**src/rtl/sd_block_rx_pkg.sv**
```systemverilog
`default_nettype none
// +----------------------------------------------------------------------+
// | sd_pkg: shared tokens, error codes and FSM states for sd_block_rx.   |
// | Revision: 1.0                                                        |
// +----------------------------------------------------------------------+
package sd_pkg;

  localparam logic [7:0] SD_START_TOKEN = 8'hFE;
  localparam logic [7:0] SD_FILLER      = 8'hFF;

  typedef enum logic [1:0] {
    ERR_NONE    = 2'b00,
    ERR_TIMEOUT = 2'b01,
    ERR_TOKEN   = 2'b10,
    ERR_CRC     = 2'b11
  } err_code_t;

  typedef enum logic [2:0] {
    ST_IDLE       = 3'd0,
    ST_WAIT_TOKEN = 3'd1,
    ST_DATA       = 3'd2,
    ST_CRC_HI     = 3'd3,
    ST_CRC_LO     = 3'd4,
    ST_CHECK      = 3'd5
  } rx_state_t;

  // Data error token: upper three bits clear, at least one flag bit set.
  function automatic logic is_err_token(input logic [7:0] b);
    return (b[7:5] == 3'b000) && (b != 8'h00);
  endfunction

endpackage
`default_nettype wire

```
**src/rtl/sd_block_rx_if.sv**
```systemverilog
`default_nettype none
// +----------------------------------------------------------------------+
// | sd_block_rx_if: control, SPI byte and output stream signals.         |
// | Revision: 1.0                                                        |
// +----------------------------------------------------------------------+
interface sd_block_rx_if;
  import sd_pkg::*;

  logic      start;
  logic      abort;
  logic      busy;
  logic      done;
  logic      error;
  err_code_t err_code;
  logic      spi_byte_req;
  logic [7:0] spi_byte_in;
  logic      spi_byte_valid;
  logic [7:0] out_data;
  logic      out_valid;
  logic      out_ready;
  logic      out_last;

  modport slave (
    input  start, abort, spi_byte_in, spi_byte_valid, out_ready,
    output busy, done, error, err_code, spi_byte_req, out_data, out_valid, out_last
  );

  modport master (
    output start, abort, spi_byte_in, spi_byte_valid, out_ready,
    input  busy, done, error, err_code, spi_byte_req, out_data, out_valid, out_last
  );

endinterface
`default_nettype wire

```
**src/rtl/sd_block_rx_crc16.sv**
```systemverilog
`default_nettype none
// +----------------------------------------------------------------------+
// | sd_crc16: byte-wide CRC16-CCITT (poly 0x1021, init 0), only built    |
// | with SD_BLOCK_CRC_CHECK_EN.  Revision: 1.0                            |
// +----------------------------------------------------------------------+
`ifdef SD_BLOCK_CRC_CHECK_EN
module sd_crc16 (
  input  logic        clk,
  input  logic        res_n,
  input  logic        clear_i,
  input  logic        en_i,
  input  logic [7:0]  byte_i,
  output logic [15:0] crc_o
);

  logic [15:0] crc_q;
  logic [15:0] crc_d;

  // Eight serial MSB-first steps unrolled into one cycle.
  always_comb begin
    crc_d = crc_q;
    for (int i = 7; i >= 0; i--) begin
      if (crc_d[15] ^ byte_i[i]) begin
        crc_d = {crc_d[14:0], 1'b0} ^ 16'h1021;
      end else begin
        crc_d = {crc_d[14:0], 1'b0};
      end
    end
  end

  always_ff @(posedge clk or negedge res_n) begin
    if (!res_n) begin
      crc_q <= '0;
    end else if (clear_i) begin
      crc_q <= '0;
    end else if (en_i) begin
      crc_q <= crc_d;
    end
  end

  assign crc_o = crc_q;

endmodule
`endif
`default_nettype wire

```
**src/rtl/sd_block_rx.sv**
```systemverilog
`default_nettype none
// +----------------------------------------------------------------------+
// | sd_block_rx: SPI-mode SD data block receiver (token, data, CRC16).   |
// | Optional CRC verification: SD_BLOCK_CRC_CHECK_EN.  Revision: 1.0     |
// +----------------------------------------------------------------------+
module sd_block_rx
  import sd_pkg::*;
#(
  parameter int BLOCK_BYTES   = 512,
  parameter int TOKEN_TIMEOUT = 4096
) (
  input  logic          clk,
  input  logic          res_n,
  sd_block_rx_if.slave  bus
);

  localparam int CNT_W = (BLOCK_BYTES > 1) ? $clog2(BLOCK_BYTES) : 1;
  localparam int TOK_W = $clog2(TOKEN_TIMEOUT + 1);

  rx_state_t        state_q;
  err_code_t        err_q;
  logic             req_q;
  logic             pend_q;
  logic             busy_q;
  logic             done_q;
  logic             error_q;
  logic [7:0]       data_q;
  logic             valid_q;
  logic             last_q;
  logic [CNT_W-1:0] cnt_q;
  logic [TOK_W-1:0] tok_q;

  logic byte_take;
  logic out_hs;
  logic accept;
  logic crc_match;

  // Bytes arriving without a request in flight (e.g. after abort) are dropped.
  assign byte_take = bus.spi_byte_valid && pend_q;
  assign out_hs    = valid_q && bus.out_ready;
  assign accept    = (state_q == ST_IDLE) && bus.start && !bus.abort;

`ifdef SD_BLOCK_CRC_CHECK_EN
  logic [15:0] crc_calc;
  logic [15:0] crc_rx_q;

  sd_crc16 u_crc16 (
    .clk     (clk),
    .res_n   (res_n),
    .clear_i (accept),
    .en_i    (byte_take && (state_q == ST_DATA)),
    .byte_i  (bus.spi_byte_in),
    .crc_o   (crc_calc)
  );

  always_ff @(posedge clk or negedge res_n) begin
    if (!res_n) begin
      crc_rx_q <= '0;
    end else if (byte_take && (state_q == ST_CRC_HI)) begin
      crc_rx_q[15:8] <= bus.spi_byte_in;
    end else if (byte_take && (state_q == ST_CRC_LO)) begin
      crc_rx_q[7:0] <= bus.spi_byte_in;
    end
  end

  assign crc_match = (crc_calc == crc_rx_q);
`else
  assign crc_match = 1'b1;
`endif

  always_ff @(posedge clk or negedge res_n) begin
    if (!res_n) begin
      state_q <= ST_IDLE;
      err_q   <= ERR_NONE;
      req_q   <= 1'b0;
      pend_q  <= 1'b0;
      busy_q  <= 1'b0;
      done_q  <= 1'b0;
      error_q <= 1'b0;
      data_q  <= '0;
      valid_q <= 1'b0;
      last_q  <= 1'b0;
      cnt_q   <= '0;
      tok_q   <= '0;
    end else begin
      req_q   <= 1'b0;
      done_q  <= 1'b0;
      error_q <= 1'b0;
      if (bus.abort) begin
        state_q <= ST_IDLE;
        busy_q  <= 1'b0;
        pend_q  <= 1'b0;
        valid_q <= 1'b0;
        last_q  <= 1'b0;
      end else begin
        case (state_q)
          ST_IDLE: begin
            if (bus.start) begin
              state_q <= ST_WAIT_TOKEN;
              busy_q  <= 1'b1;
              err_q   <= ERR_NONE;
              cnt_q   <= '0;
              tok_q   <= '0;
              req_q   <= 1'b1;
              pend_q  <= 1'b1;
            end
          end
          ST_WAIT_TOKEN: begin
            if (byte_take) begin
              if (bus.spi_byte_in == SD_START_TOKEN) begin
                state_q <= ST_DATA;
                req_q   <= 1'b1;
              end else if (is_err_token(bus.spi_byte_in)) begin
                state_q <= ST_IDLE;
                busy_q  <= 1'b0;
                pend_q  <= 1'b0;
                error_q <= 1'b1;
                err_q   <= ERR_TOKEN;
              end else if (tok_q == TOK_W'(TOKEN_TIMEOUT - 1)) begin
                state_q <= ST_IDLE;
                busy_q  <= 1'b0;
                pend_q  <= 1'b0;
                error_q <= 1'b1;
                err_q   <= ERR_TIMEOUT;
              end else begin
                tok_q <= tok_q + 1'b1;
                req_q <= 1'b1;
              end
            end
          end
          ST_DATA: begin
            // Request and output slot alternate, so take and handshake never coincide.
            if (byte_take) begin
              data_q  <= bus.spi_byte_in;
              valid_q <= 1'b1;
              last_q  <= (cnt_q == CNT_W'(BLOCK_BYTES - 1));
              pend_q  <= 1'b0;
            end else if (out_hs) begin
              valid_q <= 1'b0;
              last_q  <= 1'b0;
              req_q   <= 1'b1;
              pend_q  <= 1'b1;
              if (last_q) begin
                state_q <= ST_CRC_HI;
              end else begin
                cnt_q <= cnt_q + 1'b1;
              end
            end
          end
          ST_CRC_HI: begin
            if (byte_take) begin
              state_q <= ST_CRC_LO;
              req_q   <= 1'b1;
            end
          end
          ST_CRC_LO: begin
            if (byte_take) begin
              state_q <= ST_CHECK;
              pend_q  <= 1'b0;
            end
          end
          ST_CHECK: begin
            state_q <= ST_IDLE;
            busy_q  <= 1'b0;
            if (crc_match) begin
              done_q <= 1'b1;
            end else begin
              error_q <= 1'b1;
              err_q   <= ERR_CRC;
            end
          end
          default: begin
            state_q <= ST_IDLE;
            busy_q  <= 1'b0;
            pend_q  <= 1'b0;
          end
        endcase
      end
    end
  end

  assign bus.busy         = busy_q;
  assign bus.done         = done_q;
  assign bus.error        = error_q;
  assign bus.err_code     = err_q;
  assign bus.spi_byte_req = req_q;
  assign bus.out_data     = data_q;
  assign bus.out_valid    = valid_q;
  assign bus.out_last     = last_q;

endmodule
`default_nettype wire

```
**src/flat_wrapper.sv**
```systemverilog
// flat-port wrapper written by rule: the top's interface ports become plain ports
module sd_block_rx_flat import sd_pkg::*;
#(
  parameter int BLOCK_BYTES   = 512,
  parameter int TOKEN_TIMEOUT = 4096
)
  (clk, res_n, bus_start, bus_abort, bus_spi_byte_in, bus_spi_byte_valid, bus_out_ready, bus_busy, bus_done, bus_error, bus_err_code, bus_spi_byte_req, bus_out_data, bus_out_valid, bus_out_last);
  sd_block_rx_if bus_i ();
  input  logic clk;
  input  logic res_n;
  input wire logic [$bits(bus_i.start)-1:0] bus_start;
  input wire logic [$bits(bus_i.abort)-1:0] bus_abort;
  input wire logic [$bits(bus_i.spi_byte_in)-1:0] bus_spi_byte_in;
  input wire logic [$bits(bus_i.spi_byte_valid)-1:0] bus_spi_byte_valid;
  input wire logic [$bits(bus_i.out_ready)-1:0] bus_out_ready;
  output wire logic [$bits(bus_i.busy)-1:0] bus_busy;
  output wire logic [$bits(bus_i.done)-1:0] bus_done;
  output wire logic [$bits(bus_i.error)-1:0] bus_error;
  output wire logic [$bits(bus_i.err_code)-1:0] bus_err_code;
  output wire logic [$bits(bus_i.spi_byte_req)-1:0] bus_spi_byte_req;
  output wire logic [$bits(bus_i.out_data)-1:0] bus_out_data;
  output wire logic [$bits(bus_i.out_valid)-1:0] bus_out_valid;
  output wire logic [$bits(bus_i.out_last)-1:0] bus_out_last;
  assign bus_i.start = bus_start;
  assign bus_i.abort = bus_abort;
  assign bus_i.spi_byte_in = bus_spi_byte_in;
  assign bus_i.spi_byte_valid = bus_spi_byte_valid;
  assign bus_i.out_ready = bus_out_ready;
  assign bus_busy = bus_i.busy;
  assign bus_done = bus_i.done;
  assign bus_error = bus_i.error;
  assign bus_err_code = bus_i.err_code;
  assign bus_spi_byte_req = bus_i.spi_byte_req;
  assign bus_out_data = bus_i.out_data;
  assign bus_out_valid = bus_i.out_valid;
  assign bus_out_last = bus_i.out_last;
  sd_block_rx #(.BLOCK_BYTES(BLOCK_BYTES), .TOKEN_TIMEOUT(TOKEN_TIMEOUT)) u_core (.clk(clk), .res_n(res_n), .bus(bus_i));
endmodule
```
**config.mk**
```make
export PLATFORM = sky130hd
export DESIGN_NAME = sd_block_rx_flat
export DESIGN_NICKNAME = d
export VERILOG_FILES = /design/src/rtl/sd_block_rx_pkg.sv /design/src/rtl/sd_block_rx_if.sv /design/src/rtl/sd_block_rx_crc16.sv /design/src/rtl/sd_block_rx.sv /design/src/flat_wrapper.sv
export SDC_FILE = /design/constraint.sdc
export NUM_CORES = 1
export LEC_CHECK = 0
export ABC_AREA = 0
export BUFFER_PORTS_ARGS = -buffer_cell sky130_fd_sc_hd__buf_2
export CAP_MARGIN = 20
export CORE_UTILIZATION = 61
export DETAILED_ROUTE_END_ITERATION = 10
export GPL_ROUTABILITY_DRIVEN = 0
export PLACE_DENSITY = 0.87
export RECOVER_POWER = 50
export REMOVE_ABC_BUFFERS = 1
export SYNTH_ARGS = -nofsm -noshare
export SYNTH_HDL_FRONTEND = slang
export SYNTH_SLANG_ARGS = --single-unit
```
**constraint.sdc**
```tcl
create_clock -name clk -period 3.7 [get_ports clk]
set_input_delay 0.74 -clock clk [delete_from_list [all_inputs] [get_ports clk]]
set_output_delay 0.74 -clock clk [all_outputs]
set_load 0.005 [all_outputs]
```
==> results.json <==
{
  "status": "complete, but fails checks",
  "failed_checks": "max-capacitance violations, max-slew violations",
  "tritoncts": "yes",
  "dpl_worst_slack_ns": 1.201,
  "finalSetupTns_ns": 0,
  "post-cts-setup-buffer-count": 0,
  "top_count_cell_post_synth": "sky130_fd_sc_hd__dfrtp_1",
  "coreArea_um2": 3661,
  "clock_tree.htree_level_count": 2,
  "cts-resized-gates": 0,
  "overflow": 0,
  "setup.worst_path.start_class": "primary input",
  "first_iter_violations": 179,
  "grt_start_max_net_pins": 43,
  "worst-path-buf-inv": 1,
  "crit_chain": "clkbuf_1",
  "fin_crit_sh_pct": 62.35,
  "seq_power_share_pct": 53.1,
  "maxClockFrequency_mhz": 433.5,
  "dieArea_um2": 4058,
  "drt_wl_total_um": 4979,
  "yosysWarningCount": 0,
  "holdBufCountCts": 0,
  "multi_input_comb_area_um2": 1182,
  "number_of_library_cell_types_mapped_by_synthesis": 46,
  "via_count": 1981,
  "drive_gt1_share_pct": 18.77,
  "synthesis.instances": 252,
  "cellPowerDensity_nw_per_um2": 366.1,
  "maxSlewHeadroom_pct": -45.14,
  "post-synth-top-area-cell": "sky130_fd_sc_hd__dfrtp_1",
  "rr_worst_depth": 5,
  "share_comb_of_total_power_pct": 13.6,
  "period_needed_ns": 2.307,
  "p_clk_share_pct": 33.3,
  "path_depth": 1,
  "initial_utilization_pct": 63.43,
  "critical_path_class": "in2async",
  "critical_path.max_fanout": 42,
  "antenna_found_initial": 0,
  "worst_path_arrival_ns": 2.28,
  "switching_share_pct": 28.31,
  "syn-cell-area_um2": 2322,
  "worst_hold_path_type": "reg2reg",
  "regArea_um2": 1051,
  "slowest_stage_cell_cp": "sky130_fd_sc_hd__clkbuf_1",
  "num_io_pins": 30,
  "dominantRegCellSynth": "sky130_fd_sc_hd__dfrtp_1",
  "synth-seq-cells": 42,
  "leakagePower_nw": 1.125,
  "fillerInstances": 293,
  "internal-power_mw": 0.6720,
  "area_delta_synth_final_pct": 10.24,
  "critical-path-top-delay-family": "buffers and inverters",
  "netlist.area_leader.share_pct": 45.26,
  "design_power_total_mw": 0.9373,
  "clk_latency_ns": 0.31,
  "remaining_design_rule_violation_count": 0,
  "skew_ns": 0.007342,
  "drt-pass1-iter-count": 4,
  "synth.top_cells.by_count": "42 x sky130_fd_sc_hd__dfrtp_1, 26 x sky130_fd_sc_hd__nand2_1, 22 x sky130_fd_sc_hd__nor2_1",
  "grt.total_usage_pct": 27.55,
  "first_global_vias": 1852,
  "number_of_nets_in_the_final_layout": 293,
  "clk_pin_slew_ns": 0.08,
  "io_buffers": 29,
  "final-setup-viol-count": 0,
  "cts_inserted_buffers": 5,
  "hold_slack_ns": 0.5016,
  "hold_viol_final": 0,
  "number_of_synthesized_flops_with_an_enable_pin": 0,
  "synth-async-reset-ratio_pct": 100.0,
  "cts_num_sinks": 42,
  "detailed_place_hpwl_um": 3452,
  "worstPathRequired_ns": 3.68,
  "net-switching-power_mw": 0.2653,
  "end_kind": "async pin",
  "synth.area.top_cells": "sky130_fd_sc_hd__dfrtp_1 45%, sky130_fd_sc_hd__mux2_2 4.4%, sky130_fd_sc_hd__nand2_1 4.2%, sky130_fd_sc_hd__nand3_1 3.9%, sky130_fd_sc_hd__nor2_1 3.6%",
  "postSynthAreaPerCell_um2": 9.215,
  "holdPathStages": 2,
  "max_slew.worst_pin.slew_ns": 2.177,
  "die_x_um": 63.70,
  "cts_max_path_buffers": 2,
  "placement_rows": 22,
  "antenna_cells": 0,
  "post_drt_wl_per_cell_um": 15.32,
  "final-max-slew-violation-count": 43,
  "final.setup.worst_slack_ns": 1.393,
  "grt_first_pass_wirelength_um": 8493,
  "detail_route.vias_per_cell": 6.095,
  "clock_tree.root_cell": "sky130_fd_sc_hd__clkbuf_8",
  "cpPeakStageDelay_ns": 1.53,
  "floorplan.die.height_um": 63.70,
  "maxCapViolations": 1,
  "ys_seq_area_share_pct": 45.26,
  "rsz0062_at_grt": "no",
  "drtAntennaViolNets": 0,
  "worst_ir_drop_vdd_mv": 0.2859
}
==> layout make-up <==
type	instances	share of cell area, %
multi-input combinational	190	46.19
sequential	42	41.06
timing repair buffer	29	5.523
clock buffer	6	3.226
tap	48	2.346
inverter	8	1.173
clock inverter	2	0.4888
==> final timing paths <==
path	from	endpoint	slack, ns
worst max-delay path	res_n	u_core.tok_q[2]	1.39
worst min-delay path	u_core.cnt_q[8]	u_core.cnt_q[8]	0.50
worst max register to register	u_core.state_q[1]	u_core.bus.out_data[7]	1.40
worst min register to register	u_core.cnt_q[8]	u_core.cnt_q[8]	0.50
max in group clk	u_core.state_q[1]	u_core.bus.out_data[7]	1.40
min in group asynchronous	res_n	u_core.bus.spi_byte_req	1.07
==> cells by family (layout without fill, tap and decap cells) <==
kind of cell	count (synthesis)	after routing	synth area share [%]
multiplexers	9	9	4.364
XOR/XNOR	6	6	2.263
AND/OR/NAND/NOR	115	115	26.89
adder cells (fa/ha/maj)	3	3	1.617
AO/OA/AOI/OAI	57	57	15.79
buffers and inverters	20	45	3.825
flip-flops	42	42	45.26
==> power groups by stage <==
| stage | Combinational [mW] | Clock [mW] | Sequential [mW] |
|---|---|---|---|
| final | 0.127 | 0.312 | 0.498 |
| after global routing | 0.145 | 0.332 | 0.501 |
| after CTS | 0.127 | 0.314 | 0.497 |
| after detailed placement | 0.126 | 0 | 0.506 |
| after global placement | 0.123 | 0 | 0.505 |
| after floorplan | 0.0798 | 0 | 0.502 |
==> routing by layer <==
metal | wire (µm) | up-vias | GRT usage (%)
met5 | 0 | - | 0
met4 | 87 | 0 | 12.22
met3 | 301 | 8 | 5.616
met2 | 2450 | 70 | 44.28
met1 | 2140 | 937 | 35.75
li1 | - | 966 | -
==> through the flow <==
stage	util [%]	std cells	area (µm²)
CTS	70.03	325	2564
global placement	67.43	317	2469
floorplan	-	240	2263
detailed placement	67.43	317	2469
finish	69.92	325	2560
global route	69.92	325	2560
==> cell usage in the layout (no fill, tap or decap), drive strengths merged, types with 4 or more instances in the layout <==
cell type,n
o211ai,11
nand2,26
nand4,6
nor2,23
nand2b,4
nor3,4
mux2,9
nand3,18
or2,4
o21ai,15
dfrtp,42
clkbuf,9
a21oi,13
or3,6
or4,6
inv,8
a31oi,8
xnor2,6
buf,26
nor4,5
==> flip-flops by register name, summed over array words and instances (netlist names) <==
register and count:
u_core.cnt_q 9, u_core.bus.done 1, u_core.bus.err_code 2, u_core.state_q 3, u_core.bus.spi_byte_req 1, u_core.bus.out_last 1, u_core.bus.out_data 8, u_core.bus.busy 1
u_core.bus.error 1, u_core.bus.out_valid 1, u_core.tok_q 13, u_core.pend_q 1
Power figures use the tool's default switching activity.
